$ cat src/rtl/deserializer_if.sv
// Serial-in / word-out bundle of the deserializer.
// slave: deserializer side (takes bit stream + ready, drives words and status).
// master: environment side (drives bit stream + ready, observes words and status).
interface deserializer_if #(
  parameter int WIDTH = 16
);
  localparam int MW = $clog2(WIDTH) + 1;

  logic             ser_data_i;
  logic             ser_data_val_i;
  logic [WIDTH-1:0] data_o;
  logic [MW-1:0]    data_mod_o;
  logic             data_val_o;
  logic             data_ready_i;
  logic             busy_o;
  logic             overflow_o;

  modport slave (
    input  ser_data_i, ser_data_val_i, data_ready_i,
    output data_o, data_mod_o, data_val_o, busy_o, overflow_o
  );

  modport master (
    output ser_data_i, ser_data_val_i, data_ready_i,
    input  data_o, data_mod_o, data_val_o, busy_o, overflow_o
  );
endinterface

$ cat src/rtl/deserializer.sv
// Purpose: collect an MSB-first serial stream into WIDTH-bit words; short frames closed by idle gap.
// Latency: word visible at FIFO head the cycle after the edge that completes/flushes the frame.
// Backpressure: FIFO_DEPTH-entry show-ahead FIFO; a push into a full FIFO without a pop is dropped, overflow_o sticks.
// Ports: clk_i, srst_n_i (sync, active-low); bus (slave modport) carries serial input,
//        data_o/data_mod_o/data_val_o/data_ready_i word handshake, busy_o, overflow_o.
module deserializer #(
  parameter int WIDTH      = 16,
  parameter int GAP_CYCLES = 4,
  parameter int FIFO_DEPTH = 4
) (
  input logic           clk_i,
  input logic           srst_n_i,
  deserializer_if.slave bus
);
  localparam int MW = $clog2(WIDTH) + 1;
  localparam int GW = $clog2(GAP_CYCLES + 1);
  localparam int AW = $clog2(FIFO_DEPTH);

  localparam logic [MW-1:0] WIDTH_M  = MW'(WIDTH);
  localparam logic [MW-1:0] LAST_BIT = MW'(WIDTH - 1);
  localparam logic [GW-1:0] GAP_LAST = GW'(GAP_CYCLES - 1);

  typedef struct packed {
    logic [MW-1:0]    mod;
    logic [WIDTH-1:0] dat;
  } entry_t;

  // Capture state: shifter holds received bits right-aligned (newest in bit 0).
  logic [WIDTH-1:0] shifter;
  logic [MW-1:0]    bit_cnt;
  logic [GW-1:0]    gap_cnt;

  logic   push_vld;
  entry_t push_ent;

  // FIFO state
  entry_t      mem [FIFO_DEPTH];
  logic [AW:0] wr_ptr;
  logic [AW:0] rd_ptr;
  logic        empty;
  logic        full;
  logic        pop;
  logic        wr_en;
  logic        overflow;
  entry_t      head;

  // Frame completion: either the WIDTH-th bit arrives, or the idle gap expires.
  always_comb begin
    push_vld = 1'b0;
    push_ent = '0;
    if (bus.ser_data_val_i) begin
      if (bit_cnt == LAST_BIT) begin
        push_vld     = 1'b1;
        push_ent.dat = {shifter[WIDTH-2:0], bus.ser_data_i};
        push_ent.mod = WIDTH_M;
      end
    end else if (bit_cnt != '0 && gap_cnt == GAP_LAST) begin
      push_vld     = 1'b1;
      // Left-align the partial frame; stale bits of earlier frames shift out the top.
      push_ent.dat = shifter << (WIDTH_M - bit_cnt);
      push_ent.mod = bit_cnt;
    end
  end

  always_ff @(posedge clk_i) begin
    if (!srst_n_i) begin
      shifter <= '0;
      bit_cnt <= '0;
      gap_cnt <= '0;
    end else if (bus.ser_data_val_i) begin
      shifter <= {shifter[WIDTH-2:0], bus.ser_data_i};
      gap_cnt <= '0;
      bit_cnt <= (bit_cnt == LAST_BIT) ? '0 : bit_cnt + MW'(1);
    end else if (bit_cnt != '0) begin
      if (gap_cnt == GAP_LAST) begin
        bit_cnt <= '0;
        gap_cnt <= '0;
      end else begin
        gap_cnt <= gap_cnt + GW'(1);
      end
    end
  end

  // Pointers carry one wrap bit so full and empty are distinguishable.
  assign empty = (wr_ptr == rd_ptr);
  assign full  = (wr_ptr[AW] != rd_ptr[AW]) && (wr_ptr[AW-1:0] == rd_ptr[AW-1:0]);
  assign pop   = !empty && bus.data_ready_i;
  // A pop frees the head slot on the same edge, so a push at full is still accepted.
  assign wr_en = push_vld && (!full || pop);

  always_ff @(posedge clk_i) begin
    if (!srst_n_i) begin
      wr_ptr   <= '0;
      rd_ptr   <= '0;
      overflow <= 1'b0;
    end else begin
      if (wr_en) wr_ptr <= wr_ptr + (AW+1)'(1);
      if (pop)   rd_ptr <= rd_ptr + (AW+1)'(1);
      if (push_vld && full && !pop) overflow <= 1'b1;
    end
  end

  always_ff @(posedge clk_i) begin
    if (wr_en) mem[wr_ptr[AW-1:0]] <= push_ent;
  end

  // Storage is not reset; the head is masked while empty so outputs read zero.
  assign head           = mem[rd_ptr[AW-1:0]];
  assign bus.data_o     = empty ? '0 : head.dat;
  assign bus.data_mod_o = empty ? '0 : head.mod;
  assign bus.data_val_o = !empty;
  assign bus.busy_o     = (bit_cnt != '0);
  assign bus.overflow_o = overflow;
endmodule

$ cat src/flat_wrapper.sv
// flat-port wrapper written by rule: the top's interface ports become plain ports
module deserializer_flat 
#(
  parameter int WIDTH      = 16,
  parameter int GAP_CYCLES = 4,
  parameter int FIFO_DEPTH = 4
)
  (clk_i, srst_n_i, bus_ser_data_i, bus_ser_data_val_i, bus_data_ready_i, bus_data_o, bus_data_mod_o, bus_data_val_o, bus_busy_o, bus_overflow_o);
  deserializer_if #(.WIDTH(WIDTH)) bus_i ();
  input logic clk_i;
  input logic srst_n_i;
  input wire logic [$bits(bus_i.ser_data_i)-1:0] bus_ser_data_i;
  input wire logic [$bits(bus_i.ser_data_val_i)-1:0] bus_ser_data_val_i;
  input wire logic [$bits(bus_i.data_ready_i)-1:0] bus_data_ready_i;
  output wire logic [$bits(bus_i.data_o)-1:0] bus_data_o;
  output wire logic [$bits(bus_i.data_mod_o)-1:0] bus_data_mod_o;
  output wire logic [$bits(bus_i.data_val_o)-1:0] bus_data_val_o;
  output wire logic [$bits(bus_i.busy_o)-1:0] bus_busy_o;
  output wire logic [$bits(bus_i.overflow_o)-1:0] bus_overflow_o;
  assign bus_i.ser_data_i = bus_ser_data_i;
  assign bus_i.ser_data_val_i = bus_ser_data_val_i;
  assign bus_i.data_ready_i = bus_data_ready_i;
  assign bus_data_o = bus_i.data_o;
  assign bus_data_mod_o = bus_i.data_mod_o;
  assign bus_data_val_o = bus_i.data_val_o;
  assign bus_busy_o = bus_i.busy_o;
  assign bus_overflow_o = bus_i.overflow_o;
  deserializer #(.WIDTH(WIDTH), .GAP_CYCLES(GAP_CYCLES), .FIFO_DEPTH(FIFO_DEPTH)) u_core (.clk_i(clk_i), .srst_n_i(srst_n_i), .bus(bus_i));
endmodule
$ cat config.mk
export PLATFORM = sky130hd
export DESIGN_NAME = deserializer_flat
export DESIGN_NICKNAME = d
export VERILOG_FILES = /design/src/rtl/deserializer_if.sv /design/src/rtl/deserializer.sv /design/src/flat_wrapper.sv
export SDC_FILE = /design/constraint.sdc
export NUM_CORES = 1
export LEC_CHECK = 0
export ABC_AREA = 1
export CORE_MARGIN = 4
export CORE_UTILIZATION = 40
export CTS_CLUSTER_SIZE = 20
export DETAILED_ROUTE_END_ITERATION = 6
export GPL_ROUTABILITY_DRIVEN = 0
export GPL_TIMING_DRIVEN = 0
export PLACE_DENSITY = 0.55
export SKIP_CTS_REPAIR_TIMING = 1
export SYNTH_ARGS = -nofsm -noshare
export SYNTH_HDL_FRONTEND = slang
export SYNTH_SLANG_ARGS = --single-unit
$ cat constraint.sdc
create_clock -name clk_i -period 6.5 [get_ports clk_i]
set_input_delay 0.975 -clock clk_i [delete_from_list [all_inputs] [get_ports clk_i]]
set_output_delay 0.975 -clock clk_i [all_outputs]
set_load 0.02 [all_outputs]
==> results of run 1 <==
[critical path: cells and delay by family (launching register included)]
family        cells  cell delay (ns)
flops             1             0.35
simple gates      5             0.59
buf+inv           4             1.25
[layout by cell type (no fill, tap or decap)]
master           count
a21oi_1             23
a31oi_1              1
nor2_1              84
nand2_1            155
clkbuf_16           17
buf_8                2
a21oi_4              1
inv_2                5
o21ai_0             44
buf_2               13
nand3_1             61
a41oi_1              1
bufinv_16            4
inv_1               41
a211oi_1             2
nand4_1              1
dfxtp_1             33
ha_1                 9
clkdlybuf4s50_1     27
buf_16               2
buf_4                2
clkinv_1             6
o32ai_1             21
clkinvlp_4           2
xor2_1               4
buf_6                3
o21ai_1              4
a21oi_2              1
nor2_2               4
edfxtp_1            84
clkinv_2             2
nand4_4              1
xnor2_2              1
buf_1                1
clkbuf_1            16
nor2_4               1
[kinds of logic (layout without fill, tap and decap cells)]
kind of cell	Yosys count	in the layout	synth area share, %
flops	117	117	57.4
simple gates	307	307	22.7
xor+xnor	5	5	0.925
buf+inv	80	143	6.25
compound gates	98	98	10.7
fa+ha+maj	9	9	2.03
[path summary, 6_finish.rpt]
path	cells past startpoint	endpoint	slack (ns)	start
min	2	u_core.bus.overflow_o$_SDFFE_PN0P_	0.45	u_core.bus.overflow_o$_SDFFE_PN0P_
min reg2reg	2	u_core.bus.overflow_o$_SDFFE_PN0P_	0.45	u_core.bus.overflow_o$_SDFFE_PN0P_
max	9	bus_data_o[1]	2.91	u_core.wr_ptr[0]$_SDFFE_PN0P_
max reg2reg	12	u_core.mem[1][12]$_DFFE_PP_	3.38	u_core.bit_cnt[0]$_SDFFE_PN0P_
[cell usage after synthesis, types with 5 or more instances]
master    count  share of area, %
a21oi_1      23               2.1
buf_2        13               1.2
clkbuf_1     13              0.88
dfxtp_1      33                12
edfxtp_1     84                45
ha_1          9               2.0
inv_1        41               2.8
inv_2         5              0.34
nand2_1     155                10
nand3_1      61               5.5
nor2_1       88               6.0
o21ai_0      44               4.0
o32ai_1      21               3.3
[layout make-up]
cell class                 count  area (µm²)  share of cell area [%]
buffer                        32         166                    2.47
clock buffer                  20         437                    6.49
clock inverter                12         160                    2.38
inverter                      48         180                    2.68
multi-input combinational    419        2020                    30.1
sequential                   117        3180                    47.3
tap                          176         220                    3.27
timing repair buffer          31         355                    5.28
[state kept, by name, summed over array words and instances (netlist names), named ones only]
name / cells
u_core.rd_ptr: 3
u_core.gap_cnt: 3
u_core.mem: 84
u_core.bus.overflow_o: 1
u_core.bit_cnt: 5
u_core.shifter: 16
u_core.wr_ptr: 3
[per-layer routing]
metal  wire, µm  part of all wire, %  track usage, %
met1       6240                   47            22.3
met2       6440                   48            29.1
met5          0                    0               0
met3        481                  3.6            3.85
met4        187                  1.4            6.31
[power breakdown]
part | switching [mW] | internal [mW] | total (mW) | leakage [nW]
registers | 0.0103 | 0.809 | 0.820 | 1.07
clock network | 0.313 | 0.633 | 0.946 | 0.284
logic | 0.244 | 0.146 | 0.390 | 1.23
total | 0.567 | 1.59 | 2.16 | 2.58
==> flow_summary_export.csv, run 1 <==
group,metric,value,unit
sta,hold_violations,0,
cells_and_area,fin_area,0.00673,mm²
sta,finalCriticalPeriod,3.59,ns
cells_and_area,nFillCells,1286,
yosys,yosys_warnings,0,
clock_network,clk_latency,0.41,ns
placed_design,placed_cell_area,0.00613,mm²
yosys,synth_ff_type,"edfxtp_1",
cells_and_area,areaGrowthSynthToFinish,21.3,%
clock_network,cts_tree,"yes",
cells_and_area,num_antenna_cells,0,
route,wl_per_cell,15.6,µm
sta,max_slew_margin,57.5,%
grt,grt_pass1_vias,4221,
pwr,power.total,2.16,mW
placed_design,post-place-ws,3.10,ns
sta,clock.fmax,278,MHz
grt,overflow,0,
critical_path,crit_type,"flop to output pin",
floorplan,dieArea,0.0158,mm²
pwr,powerDensity,320,mW/mm²
grt,antenna_found_initial,0,
sta,tightest_slew,0.631,ns
grt,gr-usage-all-layers,17.4,%
cells_and_area,layout.nets,680,
yosys,ys_ff_latch,117,
grt,grt_pass1_wl,21700,µm
yosys,synth-edff-count,84,
sta,setup_tns,0,ns
yosys,netlist_area,0.00554,mm²
clock_network,clock_path_buffers,2,
critical_path,slowest_stage,"clkdlybuf4s50_1",
floorplan,die_h,126,µm
cells_and_area,layout-drive-gt1-share,8.98,%
yosys,synthArstFlopShare,0,%
placed_design,io_buffers,27,
critical_path,cp.required,5.52,ns
floorplan,design.core.area,0.0134,mm²
grt,grt_max_degree,17,
pwr,leakage,2.58,nW
clock_network,cts_buffers,17,
critical_path,critPathArrivalTime,2.62,ns
route,drt-total-wl,13300,µm
floorplan,initial_utilization,41.4,%
yosys,synth_nets,630,
sta,timing.hold.ws,0.454,ns
sta,rsz0062_at_grt,"no",
critical_path,worst_path_largest_cell_delay,0.59,ns
route,initialDrtViolationCount,367,
floorplan,pin_count,29,
yosys,synth.distinct_cells,28,
yosys,synth.yosys.seq_area_share,57.4,%
sta,setup_viol,0,
clock_network,cts.sinks,117,
critical_path,critPathLaunchType,"flop",
critical_path,crit_top_cell,"nand2_1",
cells_and_area,final_cells,855,
floorplan,placementRows,42,
route,dr.pass1.iters,6,
route,route.detailed.drc,0,
min_path,hold_path.class,"flop to flop",
job,max_cap_viol_count,0,
pwr,ir_worst_vdd,0.000145,V
placed_design,dp_cells,823,
yosys,synth_cells,616,
yosys,synth.avg_cell_area,9.00,µm²
critical_path,worstPathCellList,"inv_1 -> nand2_1 -> nand2_1 -> nor2_1 -> nand2_1 -> clkbuf_1 -> nand2_1 -> inv_1 -> clkdlybuf4s50_1",
cells_and_area,post-route-util,50.2,%
placed_design,hpwl,9430,µm
floorplan,die_x,126,µm
clock_network,cts_root_buf,"clkbuf_16",
sta,fin_crit_sh,55.3,%
route,detail-route-antenna-nets,0,
sta,worst_slack,2.91,ns
sta,slew_violations,0,
sta,fin_skew,0.0116,ns
critical_path,end_kind,"output pin",
clock_network,clk_pin_slew,0.05,ns
critical_path,crit_fanout,10,
clock_network,htree_levels,4,
route,route.vias.total,4355,
outcome,status,"complete, no violations",
route,via_per_inst,5.09,
Power figures use the tool's default switching activity.
==> run 2, diff against run 1 <==
PLACE_DENSITY = 0.57   (was 0.55)
clock period = 3 ns   (was 6.5 ns; I/O delays follow)
==> run 2 against run 1 <==
Compared with the run above:
- sequential share of layout area fell by 0.37 points
- utilization rose by 0.39 points
- flip-flop and latch count did not move
- die area did not move
- cell area rose by 0.78%
- critical endpoint is now bus_data_o[15]
- critical path type unchanged
- register-to-register slack got worse by 3.1 ns
- first-iteration DRC count rose by 19%
- routed wire length rose by 0.55%
- largest cell class unchanged
- sequential power rose by 120%
- combinational power rose by 120%
- clock-buffer cell count did not move
- non-clock buffer count rose by 7
==> flow_summary_export.csv, run 2 (synthesis results as in run 1) <==
group,metric,value,unit
outcome,status,"complete, no violations",
pwr,leakage,2.64,nW
pwr,ir_worst_vdd,0.000355,V
critical_path,slowest_stage,"clkdlybuf4s50_1",
clock_network,cts_buffers,17,
sta,fin_skew,0.00884,ns
route,detail-route-antenna-nets,0,
clock_network,clk_latency,0.41,ns
min_path,hold_path.class,"flop to flop",
grt,gr-usage-all-layers,17.2,%
route,route.detailed.drc,0,
cells_and_area,layout_commonest_cell,"nand2_1",
clock_network,cts_tree,"yes",
critical_path,worstPathCellList,"buf_2 -> clkbuf_1 -> o21ai_0 -> o32ai_1 -> nand2_1 -> inv_1 -> clkdlybuf4s50_1",
clock_network,cts.sinks,117,
critical_path,crit_type,"flop to output pin",
route,wl_per_cell,15.6,µm
grt,grt_pass1_wl,21300,µm
grt,grt_max_degree,17,
cells_and_area,nFillCells,1264,
grt,antenna_found_initial,0,
cells_and_area,seq_area,0.00318,mm²
sta,hold_violations,0,
cells_and_area,post-route-util,50.6,%
cells_and_area,areaGrowthSynthToFinish,22.3,%
floorplan,die_x,126,µm
cells_and_area,layout-drive-gt1-share,10.9,%
route,dr_wl_met2,6620,µm
critical_path,crit_family,"buffers and inverters",
pwr,p_sw_share,26.8,%
cells_and_area,num_antenna_cells,0,
route,route.met3.wl,635,µm
floorplan,die_h,126,µm
route,route.vias.total,4433,
critical_path,cp_num_buf_inv,4,
pwr,power_frac_clock,41.0,%
sta,slew_violations,0,
floorplan,dieArea,0.0158,mm²
pwr,seqPwrFrac,39.8,%
sta,max_slew_margin,54.2,%
sta,timing.hold.ws,0.454,ns
route,via_per_inst,5.17,
min_path,min_from,"u_core.bus.overflow_o$_SDFFE_PN0P_",
route,drt-total-wl,13400,µm
floorplan,design.core.area,0.0134,mm²
route,dr.pass1.iters,5,
clock_network,clock_path_buffers,2,
floorplan,pin_count,29,
pwr,internal_power,3.27,mW
route,initialDrtViolationCount,436,
critical_path,crit_fanout,10,
grt,overflow,0,
pwr,p_switching,1.19,mW
route,drt-met1-wl,5970,µm
cells_and_area,largest_reg_flops,84,
floorplan,placementRows,42,
route,top_layer_used,"met4",
pwr,pwr-share-comb,19.2,%
pwr,powerDensity,658,mW/mm²
clock_network,cts_root_buf,"clkbuf_16",
critical_path,critPathArrivalTime,2.46,ns
sta,setup_viol,0,
sta,tightest_slew,0.680,ns
critical_path,critPathLaunchType,"flop",
critical_path,worst_path_largest_cell_delay,0.59,ns
sta,fin_crit_sh,97.0,%
sta,finalCriticalPeriod,2.91,ns
job,max_cap_viol_count,0,
clock_network,clk_pin_slew,0.05,ns
cells_and_area,final_cell_mix,"153 x nand2_1, 84 x nor2_1, 84 x edfxtp_1",
floorplan,initial_utilization,41.4,%
placed_design,hpwl,9400,µm
placed_design,io_buffers,27,
clock_network,htree_levels,4,
critical_path,r2r_start,"u_core.bit_cnt[0]$_SDFFE_PN0P_",
cells_and_area,layout.nets,687,
grt,grt_pass1_vias,4145,
critical_path,end_kind,"output pin",
critical_path,cp.required,2.55,ns
sta,clock.fmax,343,MHz
cells_and_area,multi_input_area,0.00205,mm²
==> run 2: cell count changes in the layout (fill, tap and decap cells not counted), moves of 3 or more <==
cell | before | now
clkbuf_1 | 16 | 10
clkbuf_2 | 0 | 6
buf_4 | 2 | 6
nor2_2 | 4 | 0
nor2_4 | 1 | 5
buf_12 | 0 | 3
==> run 2: worst paths after layout <==
path | slack (ns) | to | cells after the start
worst max-delay path | 0.09 | bus_data_o[15] | 7
worst min-delay path | 0.45 | u_core.bus.overflow_o$_SDFFE_PN0P_ | 2
worst max register to register | 0.25 | u_core.mem[0][10]$_DFFE_PP_ | 12
worst min register to register | 0.45 | u_core.bus.overflow_o$_SDFFE_PN0P_ | 2
==> run 2: cell type report <==
class / instances / area share [%]
Buffer: 32 / 2.57
Clock buffer: 20 / 6.44
Clock inverter: 8 / 1.29
Inverter: 48 / 2.66
Multi-Input combinational cell: 419 / 30.2
Sequential cell: 117 / 47.0
Tap cell: 176 / 3.25
Timing Repair Buffer: 38 / 6.61
==> run 2: worst min-delay path: stages (launching register included) <==
cell and delay (ns):
dfxtp_1 0.31, inv_1 0.05, a21oi_1 0.05
==> run 2: layer usage <==
metal / vias to the layer above / track usage [%]
met5: - / 0
met4: 0 / 5.80
met3: 19 / 3.94
met2: 111 / 29.6
met1: 2089 / 21.5
li1: 2214 / -
==> run 2: power groups by stage <==
stage               clock, mW  sequential (mW)  combinational [mW]
finish                   1.83             1.78               0.856
global route             1.93             1.78               0.940
CTS                      1.86             1.78               0.848
detailed placement          0             1.81               0.844
global placement            0             1.81               0.832
floorplan                   0             1.80               0.533
==> run 2: metrics by stage <==
| stage | TNS (ns) | power, mW | worst slack [ns] | instances | instance area (µm²) |
|---|---|---|---|---|---|
| 4_1_cts | -6.10 | 4.48 | -0.169 | 851 | 6650 |
| 3_5_place_dp | -5.81 | 2.65 | -0.163 | 823 | 6130 |
| 2_1_floorplan | -0.153 | 2.33 | -0.00183 | 616 | 5540 |
| 3_3_place_gp | -81.89 | 2.64 | -1.04 | 819 | 6030 |
| 5_1_grt | -0.0117 | 4.65 | -0.0117 | 858 | 6780 |
| 6_report | 0 | 4.46 | 0.0885 | 858 | 6780 |
==> run 3, diff against run 2 <==
CAP_MARGIN = 15   (was not set)
CORE_UTILIZATION = 54   (was 40)
PLACE_DENSITY = 0.74   (was 0.57)
==> run 3 against run 2 <==
Compared with the run above:
- setup slack got worse by 0.014 ns
- sequential share of layout area rose by 0.17 points
- via count rose by 4.0%
- cell area fell by 0.35%
- first-iteration DRC count rose by 9.9%
- hold slack got worse by 0.052 ns
- critical path type unchanged
- critical endpoint is now bus_data_o[8]
==> flow_summary_export.csv, run 3 (synthesis results as in run 1) <==
group,metric,value,unit
grt,overflow,0,
clock_network,cts_root_buf,"clkbuf_8",
cells_and_area,layout-drive-gt1-share,11.4,%
clock_network,clock_path_buffers,2,
critical_path,cp.required,2.55,ns
sta,max_slew_margin,54.2,%
grt,grt_pass1_vias,4589,
sta,fin_crit_sh,97.5,%
cells_and_area,nFillCells,735,
route,via_per_inst,5.62,
pwr,ir_worst_vdd,0.000359,V
floorplan,die_x,109,µm
critical_path,worstPathCellList,"buf_2 -> clkbuf_1 -> o21ai_0 -> o32ai_1 -> nand2_1 -> inv_1 -> clkdlybuf4s50_1",
sta,rsz0062_at_grt,"yes",
cells_and_area,final_cell_mix,"153 x nand2_1, 84 x edfxtp_1, 83 x nor2_1",
clock_network,cts_buffers,17,
floorplan,design.core.area,0.00986,mm²
min_path,min_from,"srst_n_i",
cells_and_area,fin_area,0.00676,mm²
placed_design,io_buffers,27,
critical_path,reg2reg_depth,12,
critical_path,r2r_start,"u_core.bit_cnt[0]$_SDFFE_PN0P_",
job,max_cap_viol_count,0,
min_path,hold_path.class,"input pin to flop",
placed_design,placed_cell_area,0.00606,mm²
cells_and_area,layout_commonest_cell,"nand2_1",
placed_design,dp_cells,780,
pwr,power.total,4.67,mW
clock_network,clk_pin_slew,0.05,ns
outcome,status,"complete, no violations",
grt,grt_pass1_wl,22500,µm
critical_path,worst_r2r_endpoint,"u_core.mem[0][11]$_DFFE_PP_",
grt,antenna_found_initial,0,
grt,grt_max_degree,17,
sta,hold_violations,0,
route,route.detailed.drc,0,
grt,gr-usage-all-layers,24.8,%
clock_network,cts_tree,"yes",
sta,slew_violations,0,
floorplan,placementRows,36,
critical_path,slowest_stage,"clkdlybuf4s50_1",
placed_design,hpwl,9110,µm
cells_and_area,largest_reg_flops,84,
sta,setup_viol,0,
clock_network,htree_levels,4,
critical_path,reg2reg_slack,0.19,ns
sta,tightest_slew,0.679,ns
cells_and_area,num_antenna_cells,0,
clock_network,cts.sinks,117,
critical_path,critPathLaunchType,"flop",
pwr,leakage,2.67,nW
floorplan,dieArea,0.0120,mm²
floorplan,initial_utilization,56.2,%
critical_path,worst_path_largest_cell_delay,0.60,ns
route,route.vias.total,4611,
route,drt-total-wl,13700,µm
route,initialDrtViolationCount,479,
cells_and_area,areaGrowthSynthToFinish,21.8,%
sta,fin_skew,0.00931,ns
cells_and_area,layout.nets,688,
sta,finalCriticalPeriod,2.93,ns
floorplan,pin_count,29,
sta,timing.hold.ws,0.402,ns
route,detail-route-antenna-nets,0,
cells_and_area,final_cells,820,
min_path,hold_path_end,"u_core.bit_cnt[2]$_SDFFE_PN0P_",
critical_path,crit_type,"flop to output pin",
critical_path,critPathArrivalTime,2.48,ns
critical_path,end_kind,"output pin",
critical_path,crit_fanout,10,
min_path,hold_path_depth,3,
floorplan,die_h,109,µm
pwr,powerDensity,692,mW/mm²
sta,clock.fmax,342,MHz
route,dr.pass1.iters,5,
route,wl_per_cell,16.8,µm
clock_network,clk_latency,0.52,ns
## run 3: area by class of cell
| type | count | area, µm² | share of cell area (%) |
|---|---|---|---|
| Sequential cell | 117 | 3180 | 47.1 |
| Multi-Input combinational cell | 419 | 2050 | 30.4 |
| Clock buffer | 21 | 429 | 6.35 |
| Timing Repair Buffer | 39 | 408 | 6.04 |
| Inverter | 48 | 180 | 2.67 |
| Buffer | 32 | 179 | 2.65 |
| Tap cell | 133 | 166 | 2.46 |
| Clock inverter | 11 | 158 | 2.33 |
## run 3: per-layer routing
layer / wire [µm] / GRT usage, %
met1: 5700 / 31.4
met2: 6780 / 41.5
met3: 992 / 5.46
met4: 268 / 9.53
met5: 0 / 0
## run 3: metrics by stage
step / utilization (%) / setup TNS, ns / setup slack, ns
finish: 68.5 / 0 / 0.0742
global route: 68.5 / -0.416 / -0.102
CTS: 67.4 / -6.82 / -0.161
detailed placement: 61.5 / -4.00 / -0.139
global placement: 60.6 / -72.01 / -0.932
floorplan: - / -0.153 / -0.00183
## run 3: worst max-delay path, delay by kind of cell, from the launching register on
kind | cells | cell delay [ns]
compound gates | 2 | 0.35
flops | 1 | 0.31
buf+inv | 4 | 1.19
simple gates | 1 | 0.11
## run 3: worst max-delay path by stage
stage	startpoint	endpoint	slack [ns]	cells after the start
6_report	flop	bus_data_o[8]	0.07	7
3_3_place_gp	u_core.bit_cnt[0]$_SDFFE_PN0P_	u_core.mem[1][14]$_DFFE_PP_	-0.93	11
2_1_floorplan	u_core.bit_cnt[0]$_SDFFE_PN0P_	u_core.mem[1][0]$_DFFE_PP_	-0.002	11
3_5_place_dp	u_core.bit_cnt[0]$_SDFFE_PN0P_	u_core.mem[0][13]$_DFFE_PP_	-0.14	12
5_1_grt	flop	bus_data_o[12]	-0.10	7
4_1_cts	u_core.wr_ptr[0]$_SDFFE_PN0P_	bus_data_o[2]	-0.16	9
## run 3: report_power, final
| part | internal (mW) | switching, mW |
|---|---|---|
| Clock | 1.34 | 0.698 |
| Sequential | 1.75 | 0.0225 |
| Combinational | 0.325 | 0.537 |
